===== config.mk =====
export PLATFORM = sky130hd
export DESIGN_NAME = sap_core
export DESIGN_NICKNAME = d
export VERILOG_FILES = /design/src/rtl/sap_pkg.sv /design/src/rtl/sap_alu.sv /design/src/rtl/sap_core.sv
export SDC_FILE = /design/constraint.sdc
export NUM_CORES = 1
export LEC_CHECK = 0
export ABC_AREA = 1
export ABC_CLOCK_PERIOD_IN_PS = 2300
export CORE_UTILIZATION = 35
export CTS_CLUSTER_SIZE = 8
export DETAILED_ROUTE_END_ITERATION = 8
export SYNTH_ARGS = -nofsm -noshare
export SYNTH_HDL_FRONTEND = slang
export SYNTH_HIERARCHICAL = 1
export SYNTH_SLANG_ARGS = --single-unit

===== constraint.sdc =====
create_clock -name clock -period 2.3 [get_ports clock]
set_input_delay 0.69 -clock clock [delete_from_list [all_inputs] [get_ports clock]]
set_output_delay 0.69 -clock clock [all_outputs]
set_load 0.01 [all_outputs]

===== src/rtl/sap_pkg.sv =====
// Shared definitions for the SAP-style accumulator core: opcodes, FSM states
// and instruction-field widths.
package sap_pkg;

  localparam int OPC_W = 4;
  localparam int STATE_W = 3;

  typedef enum logic [OPC_W-1:0] {
    OP_LDA = 4'h0,
    OP_ADD = 4'h1,
    OP_SUB = 4'h2,
    OP_STA = 4'h3,
    OP_LDI = 4'h4,
    OP_JMP = 4'h5,
    OP_JZ  = 4'h6,
    OP_JC  = 4'h7,
    OP_OUT = 4'hE,
    OP_HLT = 4'hF
  } opcode_e;

  typedef enum logic [STATE_W-1:0] {
    ST_IDLE = 3'd0,
    ST_T1   = 3'd1,
    ST_T2   = 3'd2,
    ST_T3   = 3'd3,
    ST_T4   = 3'd4,
    ST_T5   = 3'd5,
    ST_HALT = 3'd6
  } state_e;

endpackage


===== src/rtl/sap_alu.sv =====
// Accumulator ALU: add or subtract (two's complement) with carry-out and zero.
module sap_alu #(
  parameter int DATA_W = 8
) (
  input  logic [DATA_W-1:0] a,
  input  logic [DATA_W-1:0] b,
  input  logic              sub,
  output logic [DATA_W-1:0] result,
  output logic              carry,
  output logic              zero
);

  logic [DATA_W:0] sum;
  logic [DATA_W-1:0] b_eff;

  // For SUB, carry-out of A + ~B + 1 is set when no borrow occurs (A >= B).
  assign b_eff  = sub ? ~b : b;
  assign sum    = {1'b0, a} + {1'b0, b_eff} + {{DATA_W{1'b0}}, sub};
  assign result = sum[DATA_W-1:0];
  assign carry  = sum[DATA_W];
  assign zero   = (sum[DATA_W-1:0] == '0);

endmodule


===== src/rtl/sap_core.sv =====
// Multi-cycle accumulator CPU with internal program RAM, a load port and
// an output register; fsm_state exposes the controller state.
module sap_core
  import sap_pkg::*;
#(
  parameter int DATA_W = 8,
  parameter int ADDR_W = 4
) (
  input  logic              clock,
  input  logic              reset,
  input  logic              run,
  input  logic              prog_we,
  input  logic [ADDR_W-1:0] prog_addr,
  input  logic [DATA_W-1:0] prog_data,
  output logic [DATA_W-1:0] out_data,
  output logic              out_valid,
  output logic [ADDR_W-1:0] pc,
  output logic [DATA_W-1:0] acc,
  output logic              zero_flag,
  output logic              carry_flag,
  output logic              busy,
  output logic              halted,
  output logic [2:0]        fsm_state
);

  if (DATA_W < OPC_W + ADDR_W) begin : g_width_check
    $error("sap_core: DATA_W must be at least 4 + ADDR_W");
  end

  state_e              state, state_next;
  logic [ADDR_W-1:0]   mar;
  logic [OPC_W-1:0]    ir_op;
  logic [ADDR_W-1:0]   ir_arg;
  logic [DATA_W-1:0]   a_reg, b_reg;
  logic [DATA_W-1:0]   mem [2**ADDR_W];
  logic [DATA_W-1:0]   ram_rdata;
  logic                ram_we;
  logic [ADDR_W-1:0]   ram_waddr;
  logic [DATA_W-1:0]   ram_wdata;
  logic [DATA_W-1:0]   alu_result;
  logic                alu_carry, alu_zero;
  logic                prog_ok, sta_wr;

  assign ram_rdata = mem[mar];

  // The load port is only honoured while the core is stopped.
  assign prog_ok   = prog_we && (state == ST_IDLE || state == ST_HALT);
  assign sta_wr    = (state == ST_T4) && (ir_op == OP_STA);
  assign ram_we    = prog_ok || sta_wr;
  assign ram_waddr = sta_wr ? mar : prog_addr;
  assign ram_wdata = sta_wr ? a_reg : prog_data;

  always_ff @(posedge clock) begin
    if (ram_we) mem[ram_waddr] <= ram_wdata;
  end

  sap_alu #(.DATA_W(DATA_W)) u_alu (
    .a      (a_reg),
    .b      (b_reg),
    .sub    (ir_op == OP_SUB),
    .result (alu_result),
    .carry  (alu_carry),
    .zero   (alu_zero)
  );

  always_ff @(posedge clock or posedge reset) begin
    if (reset) state <= ST_IDLE;
    else       state <= state_next;
  end

  always_comb begin
    state_next = state;
    case (state)
      ST_IDLE: if (run) state_next = ST_T1;
      ST_T1:   state_next = ST_T2;
      ST_T2:   state_next = ST_T3;
      ST_T3: begin
        case (ir_op)
          OP_LDA, OP_STA, OP_ADD, OP_SUB: state_next = ST_T4;
          OP_HLT:                         state_next = ST_HALT;
          default:                        state_next = ST_T1;
        endcase
      end
      ST_T4:   state_next = (ir_op == OP_ADD || ir_op == OP_SUB) ? ST_T5 : ST_T1;
      ST_T5:   state_next = ST_T1;
      ST_HALT: if (!run) state_next = ST_IDLE;
      default: state_next = ST_IDLE;
    endcase
  end

  always_ff @(posedge clock or posedge reset) begin
    if (reset) begin
      pc         <= '0;
      mar        <= '0;
      ir_op      <= '0;
      ir_arg     <= '0;
      a_reg      <= '0;
      b_reg      <= '0;
      out_data   <= '0;
      out_valid  <= 1'b0;
      zero_flag  <= 1'b0;
      carry_flag <= 1'b0;
    end else begin
      out_valid <= 1'b0;
      case (state)
        ST_HALT: if (!run) pc <= '0;
        ST_T1:   mar <= pc;
        ST_T2: begin
          ir_op  <= ram_rdata[DATA_W-1 -: OPC_W];
          ir_arg <= ram_rdata[ADDR_W-1:0];
          pc     <= pc + 1'b1;
        end
        ST_T3: begin
          case (ir_op)
            OP_LDA, OP_STA, OP_ADD, OP_SUB: mar <= ir_arg;
            OP_LDI: begin
              a_reg     <= {{(DATA_W-ADDR_W){1'b0}}, ir_arg};
              zero_flag <= (ir_arg == '0);
            end
            OP_JMP: pc <= ir_arg;
            OP_JZ:  if (zero_flag) pc <= ir_arg;
            OP_JC:  if (carry_flag) pc <= ir_arg;
            OP_OUT: begin
              out_data  <= a_reg;
              out_valid <= 1'b1;
            end
            default: ;
          endcase
        end
        ST_T4: begin
          if (ir_op == OP_LDA) begin
            a_reg     <= ram_rdata;
            zero_flag <= (ram_rdata == '0);
          end else if (ir_op == OP_ADD || ir_op == OP_SUB) begin
            b_reg <= ram_rdata;
          end
        end
        ST_T5: begin
          a_reg      <= alu_result;
          zero_flag  <= alu_zero;
          carry_flag <= alu_carry;
        end
        default: ;
      endcase
    end
  end

  assign acc       = a_reg;
  assign busy      = (state == ST_T1) || (state == ST_T2) || (state == ST_T3) ||
                     (state == ST_T4) || (state == ST_T5);
  assign halted    = (state == ST_HALT);
  assign fsm_state = state;

endmodule


==> key figures, run 1 <==
Detailed routing
  – Via count: 6,174
  – Drt via density: 4.808
  – Residual DRC: 0
  – Routed Antenna Nets: 0
  – DR WL/cell: 16.17 um
  – Routed Wire Length: approximately 21,000 um
  – First-iteration detailed-routing DRC count: about 550
  – Drt first pass iters: 6

Yosys
  – Post-synth EDFFs: 128
  – Post-synthesis sequential area ratio: 60.13%
  – Most used flip-flop cell after synthesis: edfxtp_1
  – Synth area leader: edfxtp_1
  – Syn_nets: 871
  – Yosys reg bits: roughly 170
  – YS warnings: 6
  – Synth cell types: a little under 50
  – Share of Yosys cell area claimed by the top area cell type: 46.27%
  – Syn_area_per_cell: slightly below 10 um^2
  – Synthesized area: 8307 um^2
  – Cell count after synthesis: 846
  – Asr flop ratio synth: 26.44%
  – Area contributors post-synth: edfxtp_1 (46%), dfrtp_1 (14%), nand2_1 (9.5%)

Setup path
  – Crit end category: register
  – R2R setup slack: -100 ps
  – Crit Path Max Fanout: 8
  – Reg-to-Reg Start: ir_op[3]
  – Arrival time at the worst endpoint: 2710 ps
  – CP required: 2610 ps
  – Worst setup path class: register to register
  – Reg-to-reg endpoint: zero_flag
  – Crit start category: register
  – Worst-case reg-to-reg path depth: 17

Floorplan
  – Floorplan Core Area: 23,400 um^2
  – Num ports: 44
  – Die Width: around 160 um
  – Initial Util: 35.50%
  – Die H: between 150 and 200 um
  – Core Rows: 56
  – Die area: 24,350 um^2

Placed design
  – IO buf count: 43
  – Routability cong.: roughly 0.84
  – DP Wirelength: ~14,000 um
  – Post-place setup slack: -231.3 ps

Global route
  – Largest net degree at the start of global routing: 63
  – Global-route wire length before repair: 31,950 um
  – Vias in the first global route: 5,646
  – Total grt overflow: 0
  – Overall Global Routing Usage: 17.44%
  – Initial antenna violation count: 0

Timing
  – Fmax: 0.4162 GHz
  – Final hold vios: 0
  – # setup viols final: 3
  – Rel. slew slack: between 60% and 70%
  – Post-Route Skew: around 8.3 ps
  – Worst-Margin Slew: 596.2 ps
  – Period Utilization, post-route: 104.5%
  – Fin crit period: between 2000 and 2500 ps
  – Setup repair after global routing missed its margin: yes
  – Final Max Tran Viols: 0
  – Final worst slack: -102.7 ps

Final layout
  – Synthesis-to-finish area growth: 26.12%
  – Largest Register: mem
  – Fraction of layout cells with a size suffix above 1: 22.28%
  – Fillcell total: 2,223
  – Most frequent cells in the layout: nand2_1 (197), edfxtp_1 (128), inv_1 (85)
  – Nets: 977
  – # diodes: 0
  – Number of flip-flops in the largest register: approximately 130
  – Most common cell after layout, fill and taps aside: nand2_1
  – Util after Layout: 44.77%

CTS
  – CTS tree: done
  – Hold-fix buffers, CTS: 0
  – CTS clk-pin slew, worst paths: 70 ps
  – Clock latency on the worst-skew pair: 430 ps
  – CTS buffer count: 17
  – Clock root buffer: clkbuf_16
  – H-tree depth: 4
  – CTS Buffer Depth: 2
  – Clock sink count: 174

Worst hold path
  – Critical hold path startpoint: out_data[5]
  – Hold worst-path end: out_data[5]
  – WHS Path Cells: 2
  – Hold Crit Class: register to register

Outcome
  – Violated checks: setup timing
  – Status: finished with violations

Flow run
  – Max_cap viols: 0

Power and ir drop
  – PwrDens: 1285 nW/um^2
  – Peak supply drop: 0.5434 mV
  – P_leak: 0.004363 uW
cell type report:
| cell class | count | area (um^2) | share of cell area (%) |
|---|---|---|---|
| Sequential cell | 174 | 5000 | 47.72 |
| Multi-Input combinational cell | 533 | 2962 | 28.27 |
| Timing Repair Buffer | 119 | 1104 | 10.53 |
| Clock buffer | 17 | 425.4 | 4.061 |
| Inverter | 107 | 411.6 | 3.929 |
| Tap cell | 319 | 399.1 | 3.810 |
| Clock inverter | 15 | 175.2 | 1.672 |
routing by layer:
layer / track usage, % / part of all wire, % / vias up
met5: 0 / 0 / -
met4: 5.509 / 2.0 / 0
met3: 2.528 / 4.1 / 26
met2: 28.00 / 47 / 136
met1: 24.26 / 47 / 2983
li1: - / - / 3029
kinds of logic after synthesis:
| logic type | count (synthesis) | share of synthesized area [%] |
|---|---|---|
| buffers and inverters | 140 | 7.501 |
| xor gates and xnor gates | 10 | 1.054 |
| DFF | 174 | 60.13 |
| AOI/OAI and AO/OA | 123 | 9.459 |
| adders and majority gates | 9 | 1.446 |
| and+or+nand+nor | 388 | 20.14 |
| muxes | 2 | 0.2711 |
cells in the mapped netlist (5+ instances only):
cell,count
ha_1,8
edfxtp_1,128
o21ai_0,63
xor2_1,9
dfrtp_1,46
nand2_2,7
o211ai_1,10
inv_1,94
buf_4,5
o21ai_2,11
a21oi_1,10
inv_2,6
buf_2,17
nor2_1,77
clkinv_1,5
nand2_1,211
buf_6,7
nand3_1,74
worst max-delay path by stage:
stage | endpoint | startpoint | cells past startpoint | slack, ps
2_1_floorplan | mem[0][0] | fsm_state[1] | 7 | -20
3_3_place_gp | zero_flag | ir_op[3] | 16 | -130
3_5_place_dp | zero_flag | ir_op[3] | 16 | -230
4_1_cts | zero_flag | ir_op[3] | 17 | -70
5_1_grt | acc[5] | ir_op[3] | 18 | -240
6_report | zero_flag | ir_op[3] | 17 | -100
worst max-delay path: stages (launching register included):
cell      delay [ps]
dfrtp_1          390
inv_2             80
nand2_4           60
nor2_4           120
buf_12           170
nand2_4           60
nand2_4           50
inv_2             40
fa_2             400
or2_1            250
nand3_2           80
nor2_2            40
nand3_1           70
nor2_1            40
nand2_1           60
nor2_2            40
a221oi_2         250
a21oi_2           70
stage by stage:
stage	TNS, ps	std cells	instance area (um^2)	total power (uW)	hold WS (ps)
2_1_floorplan	-2064	846	8327	7712	471.9
3_3_place_gp	-894.7	1235	9454	9714	465.6
3_5_place_dp	-1508	1235	9454	9762	469.4
4_1_cts	-150.3	1275	10160	12910	486.2
5_1_grt	-1262	1284	10480	14320	504.6
6_report	-178.4	1284	10480	13460	483.7
report_power, final:
group | internal, uW | total [uW] | switching [uW]
registers | 3750 | 4120 | 370
logic | 2640 | 6420 | 3780
clock network | 1640 | 2930 | 1290
total | 8020 | 13500 | 5440
repair_timing:
item,CTS,global route
cloned,0,1
setup buffers,8,8
pin swaps,14,18
gates resized for setup,17,56
setup endpoints to repair,8,118
Note: power is estimated with default switching activity, not from simulation.
==> run 2, diff against run 1 <==
Settings changed: CELL_PAD_IN_SITES_DETAIL_PLACEMENT set to 0, CELL_PAD_IN_SITES_GLOBAL_PLACEMENT set to 1, PLACE_DENSITY_LB_ADDON set to 0.1.
==> key figures, run 2 (synthesized netlist as in run 1, its figures left out) <==
Outcome
  – Status: finished with violations
  – Violated checks: setup timing

Worst hold path
  – WHS Path Cells: 2
  – Hold Crit Class: register to register
  – Hold worst-path end: out_data[7]
  – Critical hold path startpoint: out_data[7]

Detailed routing
  – Routed Antenna Nets: 0
  – First-iteration detailed-routing DRC count: 440
  – Drt first pass iters: 5
  – Routed Wire Length: 22,460 um
  – DR WL/cell: 17.31 um
  – Residual DRC: 0
  – Drt via density: 4.778
  – Via count: 6,202

Floorplan
  – Die Width: roughly 160 um
  – Core Rows: 56
  – Floorplan Core Area: 23,400 um^2
  – Initial Util: between 30% and 40%
  – Die area: between 20,000 and 25,000 um^2
  – Die H: 156.1 um
  – Num ports: 44

Final layout
  – # diodes: 0
  – Most frequent cells in the layout: nand2_1 (199), edfxtp_1 (128), inv_1 (84)
  – Most common cell after layout, fill and taps aside: nand2_1
  – Synthesis-to-finish area growth: 27.10%
  – Fillcell total: 2,262
  – Register Area: approximately 5000 um^2
  – Largest Register: mem
  – Util after Layout: 45.11%
  – Area of the multi-input gates: 2908 um^2
  – Fraction of layout cells with a size suffix above 1: a little under a quarter
  – Nets: 991
  – Number of flip-flops in the largest register: 128

Power and ir drop
  – Combinational fraction of design power: around half
  – Internal: 8365 uW
  – Seq pwr share: 30.0%
  – PwrDens: about 1300 nW/um^2
  – Switching power total: 5572 uW
  – Clock power share: 21.9%
  – Switch share: 39.98%
  – P_leak: 0.004447 uW
  – Peak supply drop: roughly 0.54 mV

Setup path
  – Worst path cell trace: inv_2 > nand2_4 > nor2_4 > buf_12 > xor2_2 > ha_1 > a21oi_2 > nor2_1 > nor2_1 > nand2_1 > nand2_1 > nand2_2 > nand2_2 > nor2_2 > a221oi_2 > a21oi_2
  – CP required: 2610 ps
  – Arrival time at the worst endpoint: 2770 ps
  – Crit Path Max Fanout: 8
  – Reg-to-reg endpoint: zero_flag
  – Largest delay share family, worst path: simple AND/OR/NAND/NOR gates
  – R2R setup slack: -160 ps
  – Reg-to-Reg Start: ir_op[3]
  – Worst-case reg-to-reg path depth: 16
  – Slowest cell on crit path: dfrtp_1
  – WP buf/inv: 2
  – Slowest stage delay, CP: 400 ps
  – Crit start category: register
  – Crit end category: register
  – Worst setup path class: register to register

Global route
  – Global-route wire length before repair: about 35,000 um
  – Vias in the first global route: 5,990
  – Largest net degree at the start of global routing: 47
  – Total grt overflow: 0
  – Overall Global Routing Usage: just under 20%
  – Initial antenna violation count: 0

CTS
  – CTS Buffer Depth: 2
  – CTS tree: done
  – Clock root buffer: clkbuf_16
  – H-tree depth: 4
  – Clock sink count: 174
  – CTS clk-pin slew, worst paths: roughly 70 ps
  – CTS buffer count: 17
  – Clock latency on the worst-skew pair: 430 ps

Timing
  – Period Utilization, post-route: 106.9%
  – Final Hold Slack: 483.8 ps
  – Worst-Margin Slew: 788.9 ps
  – # setup viols final: 5
  – Fin crit period: approximately 2500 ps
  – Post-Route Skew: roughly 9.6 ps
  – Setup TNS: -453.9 ps
  – Fmax: 0.4068 GHz
  – Setup repair after global routing missed its margin: yes
  – Final hold vios: 0
  – Final Max Tran Viols: 0
  – Final worst slack: -158.3 ps
  – Rel. slew slack: around 47%

Placed design
  – DP Wirelength: 15,690 um
  – IO buf count: 43
  – Routability cong.: ~0.84

Flow run
  – Max_cap viols: 0
run 2: routing by layer:
metal  wire (um)  part of all wire (%)  up-vias  track usage, %
met2       10340                    46      153           29.80
met1       10920                    49     2982           28.35
li1            -                     -     3057               -
met5           0                     0        -               0
met4         155                  0.69        0           4.482
met3        1048                   4.7       10           3.306
run 2: worst max path at each step:
stage	start	to	slack [ps]	cells past startpoint
6_report	ir_op[3]	zero_flag	-160	16
5_1_grt	ir_op[3]	zero_flag	-310	16
3_5_place_dp	ir_op[3]	zero_flag	-230	16
3_3_place_gp	ir_op[3]	zero_flag	-130	16
2_1_floorplan	fsm_state[1]	mem[0][0]	-20	7
4_1_cts	ir_op[0]	zero_flag	-150	16
run 2: final cells by class:
type	instances	share of cell area [%]
repair buffers	134	11.53
well taps	319	3.781
clock inverters	15	1.896
clock buffers	17	4.029
multi-input cells	532	27.54
inverters	107	3.875
flip-flops and latches	174	47.35
run 2: metrics by stage:
step | instances | power, uW | setup WS (ps) | area (um^2)
floorplan | 846 | 7712 | -16.01 | 8327
global placement | 1248 | 10010 | -130.1 | 9552
detailed placement | 1248 | 10050 | -226.0 | 9552
CTS | 1286 | 13250 | -153.2 | 10250
global route | 1298 | 14950 | -305.5 | 10560
finish | 1298 | 13940 | -158.3 | 10560
run 2: timing repair:
| action | in CTS | in global routing |
|---|---|---|
| endpoints found under the hold margin | 0 | 0 |
| hold buffers | 0 | 0 |
| resized for setup | 17 | 52 |
| endpoints found under the setup margin | 9 | 136 |
| pin swaps | 11 | 34 |
| buffers inserted | 6 | 13 |
run 2: power by group through the flow:
| stage | combinational, uW | sequential, uW | clock (uW) |
|---|---|---|---|
| 2_1_floorplan | 3600 | 4110 | 0 |
| 5_1_grt | 7470 | 4220 | 3260 |
| 6_report | 6700 | 4180 | 3060 |
| 3_3_place_gp | 5800 | 4210 | 0 |
| 3_5_place_dp | 5830 | 4210 | 0 |
| 4_1_cts | 5970 | 4150 | 3120 |
run 2: worst min-delay path: stages, from the launching register on:
cell	delay (ps)
dfrtp_1	340
nand2_1	60
o21ai_2	50
==> run 3, diff against run 2 <==
--- a/config.mk
+++ b/config.mk
@@ -14,4 +14,5 @@
 export DETAILED_ROUTE_END_ITERATION = 8
 export PLACE_DENSITY_LB_ADDON = 0.1
+export REMOVE_ABC_BUFFERS = 1
 export SYNTH_ARGS = -nofsm -noshare
 export SYNTH_HDL_FRONTEND = slang
==> constraint.sdc (replaced) <==
create_clock -name clock -period 2.3 [get_ports clock]
set_input_delay 0.46 -clock clock [delete_from_list [all_inputs] [get_ports clock]]
set_output_delay 0.46 -clock clock [all_outputs]
set_load 0.01 [all_outputs]
==> key figures, run 3 (synthesized netlist as in run 1, its figures left out) <==
Timing
  – Fin crit period: ~2500 ps
  – Fmax: 0.4007 GHz
  – Period Utilization, post-route: 108.5%
  – Final worst slack: -195.4 ps
  – Rel. slew slack: 62.04%
  – Setup TNS: -521.8 ps
  – Final hold vios: 0
  – Setup repair after global routing missed its margin: yes
  – Worst-Margin Slew: 568.8 ps
  – # setup viols final: 5
  – Final Hold Slack: 396.0 ps
  – Final Max Tran Viols: 0
  – Post-Route Skew: 14.63 ps

Final layout
  – # diodes: 0
  – Most frequent cells in the layout: nand2_1 (201), edfxtp_1 (128), inv_1 (86)
  – Most common cell after layout, fill and taps aside: nand2_1
  – Area of the multi-input gates: 2895 um^2
  – Number of flip-flops in the largest register: 128
  – Fillcell total: roughly 2,300
  – Fraction of layout cells with a size suffix above 1: a little over a fifth
  – Post-layout instance area: between 10,000 and 15,000 um^2
  – Synthesis-to-finish area growth: 26.06%
  – Register Area: 4997 um^2
  – Largest Register: mem
  – Nets: approximately 1,000

Floorplan
  – Floorplan Core Area: 23,400 um^2
  – Die H: 156.1 um
  – Die Width: 156.1 um
  – Core Rows: 56
  – Die area: 24,350 um^2
  – Initial Util: 35.50%
  – Num ports: 44

Placed design
  – DP Wirelength: around 15,000 um
  – DP Area: 9517 um^2
  – Routability cong.: 0.8303
  – IO buf count: 43
  – Post-place setup slack: -270.2 ps

Global route
  – Vias in the first global route: 6,153
  – Initial antenna violation count: 1
  – Overall Global Routing Usage: 19.24%
  – Total grt overflow: 0
  – Global-route wire length before repair: 34,960 um
  – Largest net degree at the start of global routing: 55

Flow run
  – Max_cap viols: 0

Power and ir drop
  – Overall power: about 14,000 uW
  – PwrDens: 1298 nW/um^2
  – P_leak: 0.004421 uW
  – Peak supply drop: 0.5874 mV

Detailed routing
  – Drt first pass iters: 5
  – First-iteration detailed-routing DRC count: 353
  – Via count: about 6,200
  – Routed Antenna Nets: 0
  – Routed Wire Length: 22,340 um
  – DR WL/cell: 17.32 um
  – Residual DRC: 0
  – Drt via density: 4.793

CTS
  – CTS tree: done
  – CTS clk-pin slew, worst paths: 70 ps
  – Clock latency on the worst-skew pair: 430 ps
  – CTS Buffer Depth: 2
  – CTS buffer count: 17
  – H-tree depth: 4
  – Clock root buffer: clkbuf_16
  – Clock sink count: 174

Outcome
  – Violated checks: setup timing
  – Status: finished with violations

Setup path
  – Slowest cell on crit path: dfrtp_1
  – Crit Path Max Fanout: 6
  – Slowest stage delay, CP: 380 ps
  – Crit start category: register
  – CP required: roughly 2600 ps
  – Crit end category: register
  – Largest delay share family, worst path: simple AND/OR/NAND/NOR gates
  – WP buf/inv: 4
  – Arrival time at the worst endpoint: 2800 ps
  – Worst setup path class: register to register
  – Worst path cell trace: inv_1 > nand2_2 > nor2_2 > buf_6 > buf_6 > xor2_1 > ha_1 > nand2_1 > nor2_1 > nor2_2 > buf_4 > nand3_2 > nand2_2 > nand2_2 > nor2_2 > a221oi_2 > a21oi_2

Worst hold path
  – Hold Crit Class: input port to asynchronous set/reset pin
==> run 3: cell types whose count changed in the layout (fill, tap and decap cells not counted), moves of 3 or more <==
cell / change
xor2_2: -4
o21ai_0: +3
nand3_2: -3
buf_4: -10
nor2_2: +3
xor2_1: +3
nand3_1: +3
o21ai_1: -3
inv_2: -3
==> run 3: what timing repair did <==
item / CTS / global route
setup endpoints to repair: 8 / 137
hold buffers: 0 / 0
pin swaps: 20 / 24
resized for setup: 39 / 24
gates cloned: 0 / 1
setup buffers: 5 / 7
==> run 3: final cells by class <==
cell class	instances	area share (%)
multi-input combinational	533	27.65
tap	319	3.812
clock buffer	17	4.063
clock inverter	15	1.804
inverter	107	3.943
sequential	174	47.72
timing repair buffer	125	11.00
==> run 3: per-stage QoR <==
stage	instances	utilization (%)
2_1_floorplan	813	-
3_5_place_dp	1246	40.67
4_1_cts	1283	43.91
3_3_place_gp	1246	40.67
6_report	1290	44.74
5_1_grt	1290	44.74
==> run 3: final timing paths <==
check	endpoint	slack, ps	cells past startpoint	startpoint
max	zero_flag	-200	17	ir_op[0]
min	acc[6]	400	3	reset
max reg2reg	zero_flag	-200	17	ir_op[0]
min reg2reg	out_data[0]	480	2	out_data[0]
max in group asynchronous	fsm_state[0]	1630	3	reset
min in group clock	out_data[0]	480	2	out_data[0]
==> run 3: where the power goes <==
part           internal (uW)  leakage (uW)  switching (uW)
clock                   1660      0.000301            1340
combinational           2700       0.00237            3800
sequential              3740       0.00175             355
==> run 3: worst min-delay path, cell delays in order <==
cell and delay [ps]:
clkdlybuf4s50_1 420, inv_2 70, buf_12 250
==> run 3: layer usage <==
layer	vias to the layer above	part of all wire [%]	global-route usage [%]
li1	3047	-	-
met1	3013	47	26.69
met2	110	49	31.14
met3	13	2.9	2.861
met4	0	0.93	5.556
met5	-	0	0
